==> src/rtl/spi_master.sv <==
// ---------------------------------------------------------------------------
// spi_master
//   Byte-wide SPI master (sclk idles low; the slave drives miso on the sclk
//   rise and samples mosi on the sclk fall). A byte is shifted MSB-first on
//   mosi while the slave's byte is captured from miso.
//
//   Parameter
//     CLK_DIV : sclk half-period in clk cycles (>= 1)
//
//   Ports
//     clk    in   system clock, rising edge
//     reset  in   asynchronous, active-high reset
//     start  in   transfer request, sampled only while idle
//     din    in   [7:0] byte to transmit, captured on the accepting edge
//     dout   out  [7:0] last received byte, updated with done
//     busy   out  high from acceptance through the end of the inter-frame gap
//     done   out  one-cycle pulse when dout is updated
//     sclk   out  SPI clock, idle low
//     cs     out  chip select, active low
//     mosi   out  serial data to slave
//     miso   in   serial data from slave, synchronous to clk
//
//   Build option
//     SPI_MASTER_EXTRA_CLK_EN : emit a 9th sclk pulse (mosi held 0, miso not
//     sampled) after the data bits so slaves that commit on a 9th fall can.
// ---------------------------------------------------------------------------
module spi_master #(
    parameter int CLK_DIV = 4
) (
    input  logic       clk,
    input  logic       reset,
    input  logic       start,
    input  logic [7:0] din,
    output logic [7:0] dout,
    output logic       busy,
    output logic       done,
    output logic       sclk,
    output logic       cs,
    output logic       mosi,
    input  logic       miso
);

    localparam int            CW       = (CLK_DIV > 1) ? $clog2(CLK_DIV) : 1;
    localparam logic [CW-1:0] CNT_LAST = CW'(CLK_DIV - 1);

`ifdef SPI_MASTER_EXTRA_CLK_EN
    localparam logic [3:0] FALLS = 4'd9;
`else
    localparam logic [3:0] FALLS = 4'd8;
`endif

    typedef enum logic [2:0] {IDLE, SETUP, SHIFT, HOLD, GAP} state_t;

    state_t        state, state_nxt;
    logic [CW-1:0] cnt, cnt_nxt;       // cycles within the current half-period
    logic [3:0]    bitcnt, bitcnt_nxt; // sclk falls seen in this frame
    logic [6:0]    tx, tx_nxt;         // bits still to send; bit 7 goes out on accept
    logic [7:0]    rx, rx_nxt;
    logic [7:0]    dout_nxt;
    logic          busy_nxt, done_nxt, sclk_nxt, cs_nxt, mosi_nxt;
    logic          tick;
    logic          accept;

    assign tick = (cnt == CNT_LAST);

    // The end of GAP doubles as an accepting edge so back-to-back frames are
    // exactly 18*CLK_DIV cycles apart with CLK_DIV cycles of cs high between.
    assign accept = start && ((state == IDLE) || (state == GAP && tick));

    // State and all registered outputs.
    always_ff @(posedge clk or posedge reset) begin
        if (reset) begin
            state  <= IDLE;
            cnt    <= '0;
            bitcnt <= '0;
            tx     <= '0;
            rx     <= '0;
            dout   <= '0;
            busy   <= 1'b0;
            done   <= 1'b0;
            sclk   <= 1'b0;
            cs     <= 1'b1;
            mosi   <= 1'b0;
        end else begin
            // NOTE: non-blocking so every register samples pre-edge values.
            state  <= state_nxt;
            cnt    <= cnt_nxt;
            bitcnt <= bitcnt_nxt;
            tx     <= tx_nxt;
            rx     <= rx_nxt;
            dout   <= dout_nxt;
            busy   <= busy_nxt;
            done   <= done_nxt;
            sclk   <= sclk_nxt;
            cs     <= cs_nxt;
            mosi   <= mosi_nxt;
        end
    end

    // Next-state logic.
    always_comb begin
        state_nxt = state;
        case (state)
            IDLE:    if (start) state_nxt = SETUP;
            SETUP:   if (tick) state_nxt = SHIFT;
            SHIFT:   if (tick && sclk && bitcnt == FALLS - 4'd1) state_nxt = HOLD;
            HOLD:    if (tick) state_nxt = GAP;
            GAP:     if (tick) state_nxt = start ? SETUP : IDLE;
            default: state_nxt = IDLE;
        endcase
    end

    // Next values of the datapath and outputs.
    always_comb begin
        // NOTE: every target gets a default first so no latch is inferred.
        cnt_nxt    = (state == IDLE || tick) ? '0 : cnt + 1'b1;
        bitcnt_nxt = bitcnt;
        tx_nxt     = tx;
        rx_nxt     = rx;
        dout_nxt   = dout;
        busy_nxt   = busy;
        done_nxt   = 1'b0;
        sclk_nxt   = sclk;
        cs_nxt     = cs;
        mosi_nxt   = mosi;

        case (state)
            SETUP: if (tick) sclk_nxt = 1'b1;
            SHIFT: if (tick) begin
                sclk_nxt = ~sclk;
                if (sclk) begin
                    bitcnt_nxt = bitcnt + 4'd1;
                    // Falls beyond the 8th (extra pulse) neither sample nor shift.
                    if (bitcnt < 4'd8) begin
                        rx_nxt   = {rx[6:0], miso};
                        tx_nxt   = {tx[5:0], 1'b0};
                        mosi_nxt = (bitcnt == 4'd7) ? 1'b0 : tx[6];
                    end
                end
            end
            HOLD: if (tick) begin
                cs_nxt   = 1'b1;
                dout_nxt = rx;
                done_nxt = 1'b1;
            end
            GAP: if (tick) busy_nxt = 1'b0;
            default: ;
        endcase

        if (accept) begin
            tx_nxt     = din[6:0];
            bitcnt_nxt = '0;
            cs_nxt     = 1'b0;
            busy_nxt   = 1'b1;
            mosi_nxt   = din[7];
        end
    end

endmodule

==> config.mk <==
export PLATFORM = sky130hd
export DESIGN_NAME = spi_master
export DESIGN_NICKNAME = d
export VERILOG_FILES = /design/src/rtl/spi_master.sv
export SDC_FILE = /design/constraint.sdc
export NUM_CORES = 1
export LEC_CHECK = 0
export BUFFER_PORTS_ARGS = -buffer_cell sky130_fd_sc_hd__buf_2
export CORE_UTILIZATION = 58
export CTS_BUF_LIST = sky130_fd_sc_hd__clkbuf_8
export DETAILED_ROUTE_END_ITERATION = 12
export MAX_ROUTING_LAYER = met4
export PLACE_DENSITY = 0.8
export SLEW_MARGIN = 20
export SYNTH_ARGS = -nofsm -noshare
export SYNTH_HDL_FRONTEND = slang
export SYNTH_SLANG_ARGS = --single-unit
export TNS_END_PERCENT = 50
==> constraint.sdc <==
create_clock -name clk -period 2.2 [get_ports clk]
set_clock_uncertainty 0.2 [all_clocks]
set_input_delay 0.55 -clock clk [delete_from_list [all_inputs] [get_ports clk]]
set_output_delay 0.55 -clock clk [all_outputs]
set_load 0.005 [all_outputs]
After elaboration in Yosys (flattened, before gate mapping)
Index checks and enable logic that the tools add are counted.

operators by class
  $add $sub $neg = 2
  magnitude comparators = 1
  eq/ne operators = 12
  multiplexer cells = 33
  bitwise operators = 1
  reductions and logical operators = 22

operators with widths
  operator                                             number
  two-way mux 7 bit                                    5
  two-way mux 1 bit                                    16
  two-way mux 4 bit                                    4
  two-way mux 3 bit                                    5
  one-hot mux 3 bit (5 select lines)                   1
  nonzero test 2 bit                                   7
  != test 2 bit, second input constant                 6
  AND reduction 4 bit                                  2
  equality test 3 x 2 -> 1 bit, second input constant  2
  AND reduction 2 bit                                  3
  AND reduction 3 bit                                  2
  AND reduction 5 bit                                  1
  adder 4 x 1 -> 4 bit, second input constant          1
  equality test 4 x 3 -> 1 bit, second input constant  1
  logical AND 1 bit                                    4
  less-than comparator 4 bit, second input constant    1
  equality test 3 x 1 -> 1 bit, second input constant  1
  equality test 3 bit, second input constant           1
  logical NOT 3 bit                                    1
  adder 2 x 1 -> 2 bit, second input constant          1
  equality test 2 bit, second input constant           1
  logical OR 1 bit                                     2
  two-way mux 2 bit                                    1
  one-hot mux 1 bit (2 select lines)                   1
  NOT 1 bit                                            1

storage, ports and cells
  register bits = 37
  bits of input ports = 12
  output and inout bits = 13
  word-level logic and storage cells = 82

Longest topological paths before layout
  depth after elaboration = 7
  mapped depth = 6

Least setup slack after synthesis
Ideal clock, no wire load.

  path type = register to register
  start = reg cnt[0]
  end = reg rx[0]
  arrival = 1.615 ns
  data required time = 1.875 ns
  slack = 0.260 ns
  cell stages (with the launch flop) = 7
  path buffers = 2
  clock period less this slack = 1.940 ns
  path through = dfrtp_1 ha_1 buf_2 and4b_1 buf_2 nand2_1 mux2_2

on the way
  cells in the longest elaborated chain, start to end = 2

RTL lines
  element                               line  text
  start: declaration                    55    logic [CW-1:0] cnt, cnt_nxt;
  start signal: assignment              87    cnt <= cnt_nxt;
  equality test 2 bit                   64    assign tick = (cnt == CNT_LAST);
  AND reduction 4 bit (no source line)  --
  end signal: assignment                90    rx <= rx_nxt;
  end: declaration                      58    logic [7:0] rx, rx_nxt;

No other way between the ends.
A chain may end at the register's enable or synchronous reset.

Worst setup path in the final report
  start = reg cnt[0]
  end = reg bitcnt[3]

on the way
  cells in the longest elaborated chain, start to end = 6
  elaborated cells between the ends (all ways) = 9
  classes of those cells = 1 x eq/ne; 1 x mux; 7 x reduce/logical

RTL lines
  element                               line  text
  equality test 2 bit *                 64
  logical AND 1 bit                     68    assign accept = start && ((state == IDLE) || (state == GAP && tick));
  logical OR 1 bit                      68
  logical AND 1 bit                     68
  nonzero test 2 bit (no source line)   --
  AND reduction 3 bit (no source line)  --
  end signal: assignment                88    bitcnt <= bitcnt_nxt;
  end: declaration                      56    logic [3:0] bitcnt, bitcnt_nxt;

Mark *: on every way between the ends. The rest lies on a longest branch, timed or not.

==> results.md <==
* Slew @ Worst Pin at 0.4521 ns
* Hold Violations, Final at 0
* Post-synth net total at 162
* RSZ-0062 raised after global routing: no
* FF+latch count, synth at 37
* # clock sinks at 37
* Top FF cell, synth: dfrtp_1
* Tmin final at 1.961 ns
* Root Driver: clkbuf_8
* Worst skew pair latency at 0.28 ns
* I/O Buffers at 24
* GRT Total Usage at 0.2231
* Total grt overflow at 0
* Synth area leaders: dfrtp_1, mux2_2, o21ai_0, a21oi_1, nand3_1
* Routed wire length at 3025 um
* Iteration-0 DRC Markers at 25
* CTS Buffer Depth at 2
* VDD IR max at 0.0007845 V
* R2R Path Start: cnt[0]$_DFF_PP0_
* Fmax at 0.5100 GHz
* Reg2Reg Setup Slack at 0.24 ns
* Yosys top cell area share at 0.5422
* Diodes inserted at 0
* Syn_area_per_cell at 11.23 um^2
* Worst Path Required at 2.20 ns
* Synth area leader: dfrtp_1
* Largest net degree at the start of global routing at 38
* Most frequent cells after synthesis: dfrtp_1, mux2_2, o21ai_0
* Cell Chain, Critical Path: ha_1 > nand4b_1 > or4_1 > a21oi_1
* CP delay by family, top: simple AND/OR/NAND/NOR gates
* Wire per inst at 14.40 um
* Clock buffer count from CTS at 5
* DP HPWL at 2162 um
* Max-slew headroom at 0.6986
* Worst Setup Path Type: reg2reg
* Num ports at 25
* Synthesized area at 1662 um^2
* Final WS setup at 0.2393 ns
* DRC violation count after routing at 0
* TritonRoute pass-1 iters at 4
* # resized after CTS at 0
* Overall die width at 55.53 um
* Die H at 55.53 um
* Slowest stage cell, crit path: or4_1
* Final TNS setup at 0 ns
* Avg Vias per Cell at 5.786
* Critical path arrival at 1.96 ns
* Share of cells above drive strength 1 at 0.3240
* Vias in the first global route at 1253
* Worst Reg2Reg Path Length in Cells at 4
* Initial antenna violation count at 0
* Die area at 3083 um^2
* Reg-to-Reg End: bitcnt[3]$_DFFE_PP0P_
* Core Area at 2734 um^2
* Library cells used by synthesis at 33
* Run status: completed
* CTS tree: yes
* Vias at 1215
* Final period utilization at 0.8912
* Worst stage delay on the critical path at 0.53 ns
* Worst hold path type: in2async
* Detail Route Antenna Nets at 0
* Area Growth Syn to Fin at 16.49%
* Setup crit end kind: flop
* Number of synthesized flops with an enable pin at 0
* H-tree depth at 2
* First-pass GRT wire length at 5209 um
* Most frequent cell after synthesis: dfrtp_1
* Slew Viols, Final at 0
* Synth warn at 0
* Endpoints failing setup at 0
* Reg clk slew, reported paths at 0.07 ns
* Leakage Power at 0.9247 nW
* Async S/R FF share, synth at 1.000
* Fillers at 201
* Starting Density at 0.6078
* Maxcap violations at 0
* Seq/Total Area, Yosys at 0.5580
* Hold_buf cts at 0
* Crit-path max FO at 11
* Power Density at 1145 nW/um^2
* Worst path bufs/invs at 0
* Synthesized instance count at 148
* GPL Wtd Cong at 0.7325
* Total setup buffers inserted after CTS at 0
* Row cnt at 19
* Worst slack, placed at 0.2116 ns
* Worst Setup Start Kind: flop
* Nets at 192
[flip-flops by register name, indices dropped and copies added, names as in the netlist]
name    cells
sclk        1
mosi        1
cnt         2
state       3
rx          8
busy        1
tx          7
dout        8
bitcnt      4
done        1
cs          1
[per-layer routing]
layer  track usage  up-vias  part of all wire
li1              -      596                 -
met1        0.2572      596              0.44
met2        0.3804       19              0.52
met3       0.05152        4             0.029
met4       0.08214        0            0.0096
met5             -        -                 0
[worst register-to-register path: stages, from the launching register on]
cell,delay [ns]
dfrtp_1,0.36
ha_1,0.35
nand4b_1,0.28
or4_1,0.53
a21oi_1,0.16
[how the worst max path moves through the flow]
stage / start / end / slack, ns / cells after the start
after floorplan: cnt[0]$_DFF_PP0_ / rx[0]$_DFFE_PP0P_ / 0.26 / 6
after global placement: start / tx[0]$_DFFE_PP0P_ / 0.24 / 4
after detailed placement: start / tx[0]$_DFFE_PP0P_ / 0.21 / 4
after CTS: cnt[0]$_DFF_PP0_ / bitcnt[3]$_DFFE_PP0P_ / 0.23 / 4
after global routing: cnt[0]$_DFF_PP0_ / bitcnt[3]$_DFFE_PP0P_ / 0.11 / 4
final: cnt[0]$_DFF_PP0_ / bitcnt[3]$_DFFE_PP0P_ / 0.24 / 4
[area by class of cell]
type	count	area (um^2)	area share
Clock inverter	3	46.29	0.02392
Inverter	5	18.77	0.009696
Clock buffer	5	68.82	0.03555
Timing Repair Buffer	32	180.2	0.09308
Sequential cell	37	927.1	0.4790
Multi-Input combinational cell	97	655.6	0.3387
Tap cell	31	38.79	0.02004
[metrics by stage]
step / cells / power [mW] / hold WS, ns / utilization / area (um^2)
6_report: 210 / 2.216 / 0.1626 / 0.7080 / 1936
5_1_grt: 210 / 2.358 / 0.2041 / 0.7080 / 1936
4_1_cts: 210 / 2.229 / 0.1806 / 0.7080 / 1936
3_5_place_dp: 202 / 1.653 / 0.2430 / 0.6659 / 1821
3_3_place_gp: 202 / 1.613 / 0.2232 / 0.6659 / 1821
2_1_floorplan: 148 / 1.465 / 0.2150 / - / 1662
[placed cells by master (no fill, tap or decap), types with 4 or more instances in the layout]
cell / Yosys / final
nor3_1: 8 / 8
nor2_1: 6 / 6
buf_4: 0 / 8
buf_2: 3 / 24
a21oi_1: 10 / 10
inv_1: 5 / 5
dfrtp_1: 36 / 36
a31oi_1: 7 / 7
clkbuf_8: 0 / 5
nand3_1: 9 / 9
nand2_1: 4 / 4
o21ai_0: 11 / 11
mux2_2: 16 / 16
[report_power, final]
group / internal [mW] / switching, mW / total (mW)
sequential: 0.880 / 0.136 / 1.02
clock: 0.339 / 0.236 / 0.575
combinational: 0.292 / 0.332 / 0.625
total: 1.51 / 0.705 / 2.22
[cells by family after synthesis]
family / Yosys count / share of synthesized area
xor gates and xnor gates: 1 / 0.005272
buffers and inverters: 14 / 0.04744
AOI/OAI and AO/OA: 33 / 0.1122
and+or+nand+nor: 45 / 0.1536
muxes: 16 / 0.1084
DFF: 37 / 0.5580
adders and majority gates: 2 / 0.01506
Power figures use the tool's default switching activity.
